[config.mk]
export PLATFORM = sky130hd
export DESIGN_NAME = fetch_stage_flat
export DESIGN_NICKNAME = d
export VERILOG_FILES = /design/src/rtl/fetch_stage_if.sv /design/src/rtl/fetch_stage.sv /design/src/flat_wrapper.sv
export SDC_FILE = /design/constraint.sdc
export NUM_CORES = 1
export LEC_CHECK = 0
export CELL_PAD_IN_SITES_DETAIL_PLACEMENT = 0
export CELL_PAD_IN_SITES_GLOBAL_PLACEMENT = 1
export CORE_ASPECT_RATIO = 1.1
export CORE_MARGIN = 1.5
export CORE_UTILIZATION = 30
export CTS_CLUSTER_DIAMETER = 40
export DETAILED_ROUTE_END_ITERATION = 7
export PLACE_DENSITY = 0.78
export SKIP_LAST_GASP = 1
export SYNTH_ARGS = -nofsm -noshare
export SYNTH_HDL_FRONTEND = slang
export SYNTH_SLANG_ARGS = --single-unit
export TNS_END_PERCENT = 10
[constraint.sdc]
create_clock -name clk_i -period 1.77 [get_ports clk_i]
set_input_delay 0.2655 -clock clk_i [delete_from_list [all_inputs] [get_ports clk_i]]
set_output_delay 0.2655 -clock clk_i [all_outputs]
set_load 0.02 [all_outputs]
[src/rtl/fetch_stage_if.sv]
`default_nettype none
// ============================================================================
//  Module   : fetch_stage_if
//  Brief    : Instruction-memory request/response bus between the fetch
//             stage (master) and the instruction memory (slave).
//  Revision : 1.0 - initial release
// ============================================================================
interface fetch_stage_if;
    logic        imem_req_o;     // request strobe, one cycle per request
    logic [31:0] imem_addr_o;    // request address
    logic        imem_rvalid_i;  // response valid
    logic [31:0] imem_rdata_i;   // response instruction word

    // Fetch-stage view: drives the request, consumes the response.
    modport master (
        output imem_req_o,
        output imem_addr_o,
        input  imem_rvalid_i,
        input  imem_rdata_i
    );

    // Memory view: consumes the request, drives the response.
    modport slave (
        input  imem_req_o,
        input  imem_addr_o,
        output imem_rvalid_i,
        output imem_rdata_i
    );
endinterface
`default_nettype wire

[src/rtl/fetch_stage.sv]
`default_nettype none
// ============================================================================
//  Module   : fetch_stage
//  Brief    : Instruction-fetch stage and IF/ID pipeline register. Owns the
//             PC, keeps at most one request outstanding to a variable-latency
//             instruction memory, honours load-use stalls and EXE redirects.
//  Revision : 1.0 - initial release
// ============================================================================
module fetch_stage #(
    parameter logic [31:0] PC_RESET  = 32'h0000_0000,
    parameter logic [31:0] NOP_INSTR = 32'h0000_0013
) (
    input  wire logic        clk_i,
    input  wire logic        rst_i,            // asynchronous, active low
    fetch_stage_if.master    imem,
    input  wire logic        IF_redo,
    input  wire logic        ID_redo,
    input  wire logic        branch_taken_i,
    input  wire logic [31:0] branch_target_i,
    output logic      [31:0] IFID_pc_o,
    output logic      [31:0] IFID_pc4_o,
    output logic      [31:0] IFID_instr_o,
    output logic             IFID_valid_o
);

    typedef enum logic [1:0] {
        S_REQ  = 2'd0,   // issue a request at pc
        S_WAIT = 2'd1,   // one request outstanding
        S_HOLD = 2'd2    // response parked in the hold buffer during a stall
    } state_t;

    state_t      state_q;
    logic [31:0] pc_q;
    logic        drop_q;     // outstanding response belongs to a flushed path
    logic [31:0] hold_q;     // instruction captured while stalled

    logic [31:0] ifid_pc_q;
    logic [31:0] ifid_pc4_q;
    logic [31:0] ifid_instr_q;
    logic        ifid_valid_q;

    logic        stall;
    logic        redirect;
    logic [31:0] pc_plus4;

    // Hazard inputs and the modulo-2^32 sequential PC.
    always_comb begin
        stall    = IF_redo | ID_redo;
        redirect = branch_taken_i;
        pc_plus4 = pc_q + 32'd4;
    end

    // Request strobe: only from S_REQ, suppressed by a redirect and while reset is held.
    always_comb begin
        imem.imem_req_o  = rst_i && (state_q == S_REQ) && !redirect;
        imem.imem_addr_o = pc_q;
    end

    // Fetch FSM, PC, drop flag, hold buffer and the IF/ID register.
    always_ff @(posedge clk_i or negedge rst_i) begin
        if (!rst_i) begin
            state_q      <= S_REQ;
            pc_q         <= PC_RESET;
            drop_q       <= 1'b0;
            hold_q       <= NOP_INSTR;
            ifid_pc_q    <= 32'h0000_0000;
            ifid_pc4_q   <= 32'h0000_0000;
            ifid_instr_q <= NOP_INSTR;
            ifid_valid_q <= 1'b0;
        end else begin
            // IF/ID default: a flush on redirect, a bubble when not stalled,
            // otherwise hold. Deliveries below override the bubble.
            if (redirect || !stall) begin
                ifid_instr_q <= NOP_INSTR;
                ifid_valid_q <= 1'b0;
            end

            case (state_q)
                S_REQ: begin
                    // A response seen here is a leftover from before reset; ignore it.
                    if (redirect) begin
                        pc_q <= branch_target_i;
                    end else begin
                        state_q <= S_WAIT;
                    end
                end

                S_WAIT: begin
                    if (redirect) begin
                        pc_q <= branch_target_i;
                        if (imem.imem_rvalid_i) begin
                            // Stale response arrives with the redirect: discard now.
                            drop_q  <= 1'b0;
                            state_q <= S_REQ;
                        end else begin
                            // Still in flight: remember to discard it on arrival.
                            drop_q <= 1'b1;
                        end
                    end else if (imem.imem_rvalid_i) begin
                        if (drop_q) begin
                            drop_q  <= 1'b0;
                            state_q <= S_REQ;
                        end else if (!stall) begin
                            ifid_pc_q    <= pc_q;
                            ifid_pc4_q   <= pc_plus4;
                            ifid_instr_q <= imem.imem_rdata_i;
                            ifid_valid_q <= 1'b1;
                            pc_q         <= pc_plus4;
                            state_q      <= S_REQ;
                        end else begin
                            hold_q  <= imem.imem_rdata_i;
                            state_q <= S_HOLD;
                        end
                    end
                end

                S_HOLD: begin
                    if (redirect) begin
                        pc_q    <= branch_target_i;
                        state_q <= S_REQ;
                    end else if (!stall) begin
                        ifid_pc_q    <= pc_q;
                        ifid_pc4_q   <= pc_plus4;
                        ifid_instr_q <= hold_q;
                        ifid_valid_q <= 1'b1;
                        pc_q         <= pc_plus4;
                        state_q      <= S_REQ;
                    end
                end

                default: begin
                    state_q <= S_REQ;
                    drop_q  <= 1'b0;
                end
            endcase
        end
    end

    // Registered IF/ID outputs.
    always_comb begin
        IFID_pc_o    = ifid_pc_q;
        IFID_pc4_o   = ifid_pc4_q;
        IFID_instr_o = ifid_instr_q;
        IFID_valid_o = ifid_valid_q;
    end

endmodule
`default_nettype wire

[src/flat_wrapper.sv]
// flat-port wrapper written by rule: the top's interface ports become plain ports
module fetch_stage_flat 
#(
    parameter logic [31:0] PC_RESET  = 32'h0000_0000,
    parameter logic [31:0] NOP_INSTR = 32'h0000_0013
)
  (clk_i, rst_i, IF_redo, ID_redo, branch_taken_i, branch_target_i, IFID_pc_o, IFID_pc4_o, IFID_instr_o, IFID_valid_o, imem_imem_req_o, imem_imem_addr_o, imem_imem_rvalid_i, imem_imem_rdata_i);
  fetch_stage_if imem_i ();
  input  wire logic clk_i;
  input  wire logic rst_i;
  input  wire logic IF_redo;
  input  wire logic ID_redo;
  input  wire logic branch_taken_i;
  input  wire logic [31:0] branch_target_i;
  output logic      [31:0] IFID_pc_o;
  output logic      [31:0] IFID_pc4_o;
  output logic      [31:0] IFID_instr_o;
  output logic IFID_valid_o;
  output wire logic [$bits(imem_i.imem_req_o)-1:0] imem_imem_req_o;
  output wire logic [$bits(imem_i.imem_addr_o)-1:0] imem_imem_addr_o;
  input wire logic [$bits(imem_i.imem_rvalid_i)-1:0] imem_imem_rvalid_i;
  input wire logic [$bits(imem_i.imem_rdata_i)-1:0] imem_imem_rdata_i;
  assign imem_imem_req_o = imem_i.imem_req_o;
  assign imem_imem_addr_o = imem_i.imem_addr_o;
  assign imem_i.imem_rvalid_i = imem_imem_rvalid_i;
  assign imem_i.imem_rdata_i = imem_imem_rdata_i;
  fetch_stage #(.PC_RESET(PC_RESET), .NOP_INSTR(NOP_INSTR)) u_core (.clk_i(clk_i), .rst_i(rst_i), .imem(imem_i), .IF_redo(IF_redo), .ID_redo(ID_redo), .branch_taken_i(branch_taken_i), .branch_target_i(branch_target_i), .IFID_pc_o(IFID_pc_o), .IFID_pc4_o(IFID_pc4_o), .IFID_instr_o(IFID_instr_o), .IFID_valid_o(IFID_valid_o));
endmodule
==> flow_metrics.tcl, run 1 <==
set metrics [dict create \
    status "complete, but fails checks" \
    violations "negative setup slack" \
    clk_pin_slew_ns 0.07 \
    ant_nets 0 \
    htreeDepth 4 \
    ir_drop_mv 0.737 \
    total_power_mw 21.4 \
    grt_usage_pct 16.6 \
    cts_tree "done" \
    syn_inst 699 \
    dp.cells 1247 \
    grt_use_met3_pct 4.97 \
    synthFlopType "dfrtp_1" \
    maxCapViolCount 0 \
    wl_per_cell_um 17.5 \
    drc 0 \
    yosys_warnings 0 \
    num_vias 6375 \
    synth-edff-count 0 \
    antenna_found_initial 0 \
    cts_sinks 162 \
    leakagePower_nw 4.80 \
    multi_input_area_mm2 0.00342 \
    clk_latency_ns 0.42 \
    setup_viol 143 \
    post-route-util_pct 45.8 \
    die-area_mm2 0.0265 \
    netlist_area_mm2 0.00765 \
    cts_buffer_depth 2 \
    port_buffers 199 \
    cts_root_buf "clkbuf_16" \
    netlist_top_cells_area "dfrtp_1 51%, mux2_1 5.7%, nand2_1 5.2%, mux2_2 4.0%, o21ai_0 3.3%" \
    crit_end "u_core.imem.imem_addr_o[25]" \
    antenna_cells 0 \
    required_ns 2.07 \
    power.density_mw_per_mm2 1850 \
    core_mm2 0.0252 \
    r2r-end "u_core.imem.imem_addr_o[25]" \
    tightest_slew_ns 0.390 \
    reg2reg_depth 7 \
    row_count 61 \
    grt.overflow.total 0 \
    top_usage_layer "met2" \
    yosysTopAreaCellShare_pct 51.0 \
    ioPinCount 200 \
    drtPass1Iterations 5 \
    ys_ff_latch 162 \
    routed_wirelength_um 22700 \
    gp_congestion 0.760 \
    fillCellCount 2372 \
    start_util_pct 30.4 \
    stdcell_area_mm2 0.0115 \
    cts_made_buffers 17 \
    grt_setup_unrepaired "true" \
    endpoint_kind "register" \
    fin_nets 1046 \
    synthArstFlopShare_pct 100 \
    timing.final.crit_share_pct 109 \
    drive_gt1_share_pct 23.5 \
    slew_viol_final 0 \
    timing.critical_path.arrival_ns 2.23 \
    via_per_inst 4.91 \
    fin_setup_tns_ns -6.71 \
    synth_common_cells "156 x dfrtp_1, 105 x nand2_1, 51 x o21ai_0" \
    yosysMostFrequentCell "dfrtp_1" \
    hpwl_um 15600 \
    area_growth_pct 50.9 \
    worstSetupStartpointType "register" \
    final_hold_viol_count 0 \
    skew_ns 0.0144 \
    placed_cell_area_mm2 0.0107 \
    grt_max_degree 65 \
    instances_no_fill 1298 \
    worst_slack_ns -0.156 \
    crit_fanout 4 \
    grt_pass1_vias 6279 \
    dieHeight_um 170 \
    die_w_um 155 \
    cp-startpoint "u_core.state_q[0]" \
    synth_nets 774 \
    synth_area_per_cell_um2 10.9 \
    min_period_ns 1.93 \
    hp-class "in2async" \
    seq_area_mm2 0.00406 \
    grt_pass1_wl_um 34000 \
    synth_top_area_cell "dfrtp_1" \
    r2r_slack_ns -0.16 \
    timing.rr.start "u_core.state_q[0]" \
    fmax_mhz 519 \
    drtIter0Drc 238 \
    critical_path_class "reg2reg" \
    grt_use_met2_pct 27.5 \
    slew-limit-headroom_pct 73.9 \
    ys_seq_area_share_pct 53.1 \
    use_met1_pct 20.9 \
    synth_cell_type_count 55 \
]
==> power by group <==
group	internal [mW]	total (mW)	switching [mW]
Sequential	5.30	6.19	0.896
Combinational	5.88	11.7	5.86
Clock	1.93	3.45	1.52
==> metrics by stage <==
step	worst slack, ns	hold slack [ns]
2_1_floorplan	-0.116	-0.0301
3_3_place_gp	-0.280	0.293
3_5_place_dp	-0.333	0.296
4_1_cts	-0.135	0.406
5_1_grt	-0.208	0.434
6_report	-0.156	0.413
==> flip-flops by register name (all words and copies together) (netlist names) <==
signal                   flops
u_core.state_q               2
u_core.IFID_instr_o         32
u_core.IFID_pc4_o           30
u_core.IFID_pc_o            32
u_core.hold_q               32
u_core.drop_q                1
u_core.imem.imem_addr_o     32
u_core.IFID_valid_o          1
==> worst max-delay path, stage by stage (launching register included) <==
cell and delay, ns:
dfrtp_1 0.43, ha_4 0.18, nor2b_4 0.12, a221o_2 0.41, buf_4 0.18, buf_4 0.14, nor4_1 0.27, nor3_1 0.07
==> kinds of logic after synthesis <==
group                    Yosys count  synth area share [%]
AO/OA/AOI/OAI                    195                  17.2
AND/OR/NAND/NOR                  179                  11.6
flip-flops                       162                  53.1
multiplexers                      68                  9.98
buffers and inverters             62                  4.07
XOR/XNOR                          28                  3.21
adder cells (fa/ha/maj)            5                 0.818
==> area by class of cell <==
| cell class | count | area share, % |
|---|---|---|
| sequential | 162 | 35.2 |
| multi-input combinational | 478 | 29.6 |
| timing repair buffer | 305 | 26.8 |
| clock buffer | 23 | 4.23 |
| tap | 315 | 3.42 |
| clock inverter | 8 | 0.477 |
| inverter | 7 | 0.228 |
==> layer usage <==
metal | share of wire, % | wire length [µm] | vias up
li1 | - | - | 3048
met1 | 43 | 9820 | 3103
met2 | 48 | 10900 | 201
met3 | 6.8 | 1540 | 23
met4 | 1.6 | 365 | 0
met5 | 0 | 0 | -
==> how the worst min path moves through the flow <==
stage	startpoint	endpoint	slack (ns)	cells after the start
floorplan	rst_i	u_core.IFID_instr_o[10]	-0.03	0
global placement	rst_i	u_core.IFID_pc4_o[18]	0.29	2
detailed placement	rst_i	u_core.IFID_pc4_o[18]	0.30	2
CTS	rst_i	u_core.IFID_pc4_o[18]	0.41	3
global route	rst_i	u_core.IFID_pc4_o[18]	0.43	3
finish	rst_i	u_core.IFID_pc4_o[18]	0.41	3
==> cells in the final DEF (no fill, tap or decap), types with 5 or more instances in the layout <==
cell	n
clkdlybuf4s50_1	195
dfrtp_1	156
nand2_1	105
buf_4	78
o21ai_0	51
mux2_1	39
a22oi_1	30
mux2_2	27
o21ai_1	24
xor2_1	21
clkbuf_16	21
o22ai_1	20
a21oi_2	18
buf_12	17
nand3_1	16
a21oi_1	15
nor2_1	11
a2bb2oi_1	9
a2bb2oi_2	9
buf_6	8
and3_1	7
nand4_2	7
xnor2_1	7
clkinvlp_4	6
dfstp_2	6
nand4_1	5
==> what timing repair did <==
item,4_1_cts,5_1_grt
cloned,1,6
buffers inserted,1,11
pin swaps,0,3
endpoints found under the setup margin,128,175
resized for setup,2,23
hold endpoints to repair,42,0
hold buffers,1,0
(Power assumes the default switching activity.)
==> run 2: changes to the inputs <==
SETUP_SLACK_MARGIN = 0.02   (was default)
SKIP_CTS_REPAIR_TIMING = 1   (was default)
==> flow_metrics.tcl, run 2 (synthesized netlist as in run 1, its figures left out) <==
set metrics [dict create \
    ioPinCount 200 \
    drive_gt1_share_pct 23.1 \
    wl_per_cell_um 17.4 \
    ir_drop_mv 0.629 \
    routed_wirelength_um 22500 \
    critical_path_class "reg2reg" \
    grt_setup_unrepaired "true" \
    grt_usage_pct 16.4 \
    start_util_pct 30.4 \
    final_hold_viol_count 0 \
    post-route-util_pct 45.6 \
    hpwl_um 15600 \
    die_w_um 155 \
    tightest_slew_ns 0.395 \
    cts_buffer_depth 2 \
    fmax_mhz 520 \
    leakagePower_nw 4.79 \
    cts_sinks 162 \
    via_per_inst 4.89 \
    clk_latency_ns 0.42 \
    drtPass1Iterations 4 \
    slew_viol_final 0 \
    worstSetupStartpointType "register" \
    cts_made_buffers 17 \
    final_common_cell "clkdlybuf4s50_1" \
    grt_pass1_vias 6299 \
    layout_common_cells "196 x clkdlybuf4s50_1, 155 x dfrtp_1, 105 x nand2_1, 80 x buf_4, 51 x o21ai_0" \
    timing.final.crit_share_pct 109 \
    ant_nets 0 \
    setup_viol 141 \
    fin_nets 1041 \
    grt_max_degree 65 \
    violations "negative setup slack" \
    core_mm2 0.0252 \
    clk_pin_slew_ns 0.07 \
    min_period_ns 1.92 \
    die-area_mm2 0.0265 \
    num_vias 6326 \
    endpoint_kind "register" \
    antenna_cells 0 \
    area_growth_pct 50.1 \
    grt.overflow.total 0 \
    hp-class "in2async" \
    dieHeight_um 170 \
    cts_root_buf "clkbuf_16" \
    grt_pass1_wl_um 33800 \
    drtIter0Drc 228 \
    whs_ns 0.414 \
    skew_ns 0.0134 \
    antenna_found_initial 0 \
    row_count 61 \
    maxCapViolCount 0 \
    gp_congestion 0.760 \
    required_ns 2.10 \
    drc 0 \
    power.density_mw_per_mm2 1840 \
    timing.critical_path.arrival_ns 2.25 \
    htreeDepth 4 \
    slew-limit-headroom_pct 73.6 \
    port_buffers 199 \
    worst_slack_ns -0.154 \
    status "complete, but fails checks" \
    crit_fanout 13 \
    cts_tree "done" \
]
## run 2: cell count changes in the layout (fill, tap and decap cells not counted), sizes merged
cell,before,now
buf,103,99
a21o,4,3
clkdlybuf4s50,195,196
dlymetal6s2s,0,1
dlygate4sd2,2,0
## run 2: where the power goes
group / internal, mW / switching, mW
Combinational: 5.66 / 5.77
Clock: 1.93 / 1.51
Sequential: 5.30 / 0.897
## run 2: cell type report
| type | count | area [µm²] |
|---|---|---|
| well taps | 315 | 394 |
| repair buffers | 301 | 3050 |
| inverters | 7 | 26.3 |
| clock buffers | 23 | 488 |
| flip-flops and latches | 162 | 4060 |
| fillers | 2391 | 13700 |
| multi-input cells | 477 | 3400 |
| clock inverters | 8 | 55.1 |
## run 2: per-stage QoR
step / setup slack, ns / power (mW) / TNS, ns / instance area, µm² / std cells
after detailed placement: -0.333 / 17.3 / -25.02 / 10700 / 1247
after global placement: -0.280 / 17.1 / -20.77 / 10700 / 1247
after global routing: -0.209 / 22.3 / -21.06 / 11500 / 1293
final: -0.154 / 21.1 / -6.80 / 11500 / 1293
after floorplan: -0.116 / 12.3 / -4.04 / 7660 / 699
after CTS: -0.178 / 20.8 / -7.90 / 11200 / 1278
## run 2: metal layers
layer	vias up	GRT usage [%]	wire length (µm)
met5	-	0	0
met1	3083	20.4	9770
met3	17	4.97	1480
met2	186	27.5	11000
li1	3040	-	-
met4	0	4.76	253
## run 2: worst paths after layout
check	startpoint	end	slack [ns]	depth (start not counted)
worst max-delay path	u_core.state_q[0]	u_core.imem.imem_addr_o[25]	-0.15	7
worst min register to register	u_core.drop_q	u_core.state_q[1]	0.48	1
max in group asynchronous	rst_i	u_core.hold_q[28]	0.67	4
min in group clk_i	imem_imem_rdata_i[23]	u_core.hold_q[23]	0.47	2
worst max register to register	u_core.state_q[0]	u_core.imem.imem_addr_o[25]	-0.15	7
worst min-delay path	rst_i	u_core.IFID_pc4_o[18]	0.41	3
## run 2: critical path, cell delays in order, from the launching register on
cell and delay, ns:
dfrtp_2 0.44, ha_4 0.18, nor2b_4 0.12, a221o_2 0.44, a21oi_4 0.19, buf_12 0.16, o32ai_1 0.09, nor3_1 0.21
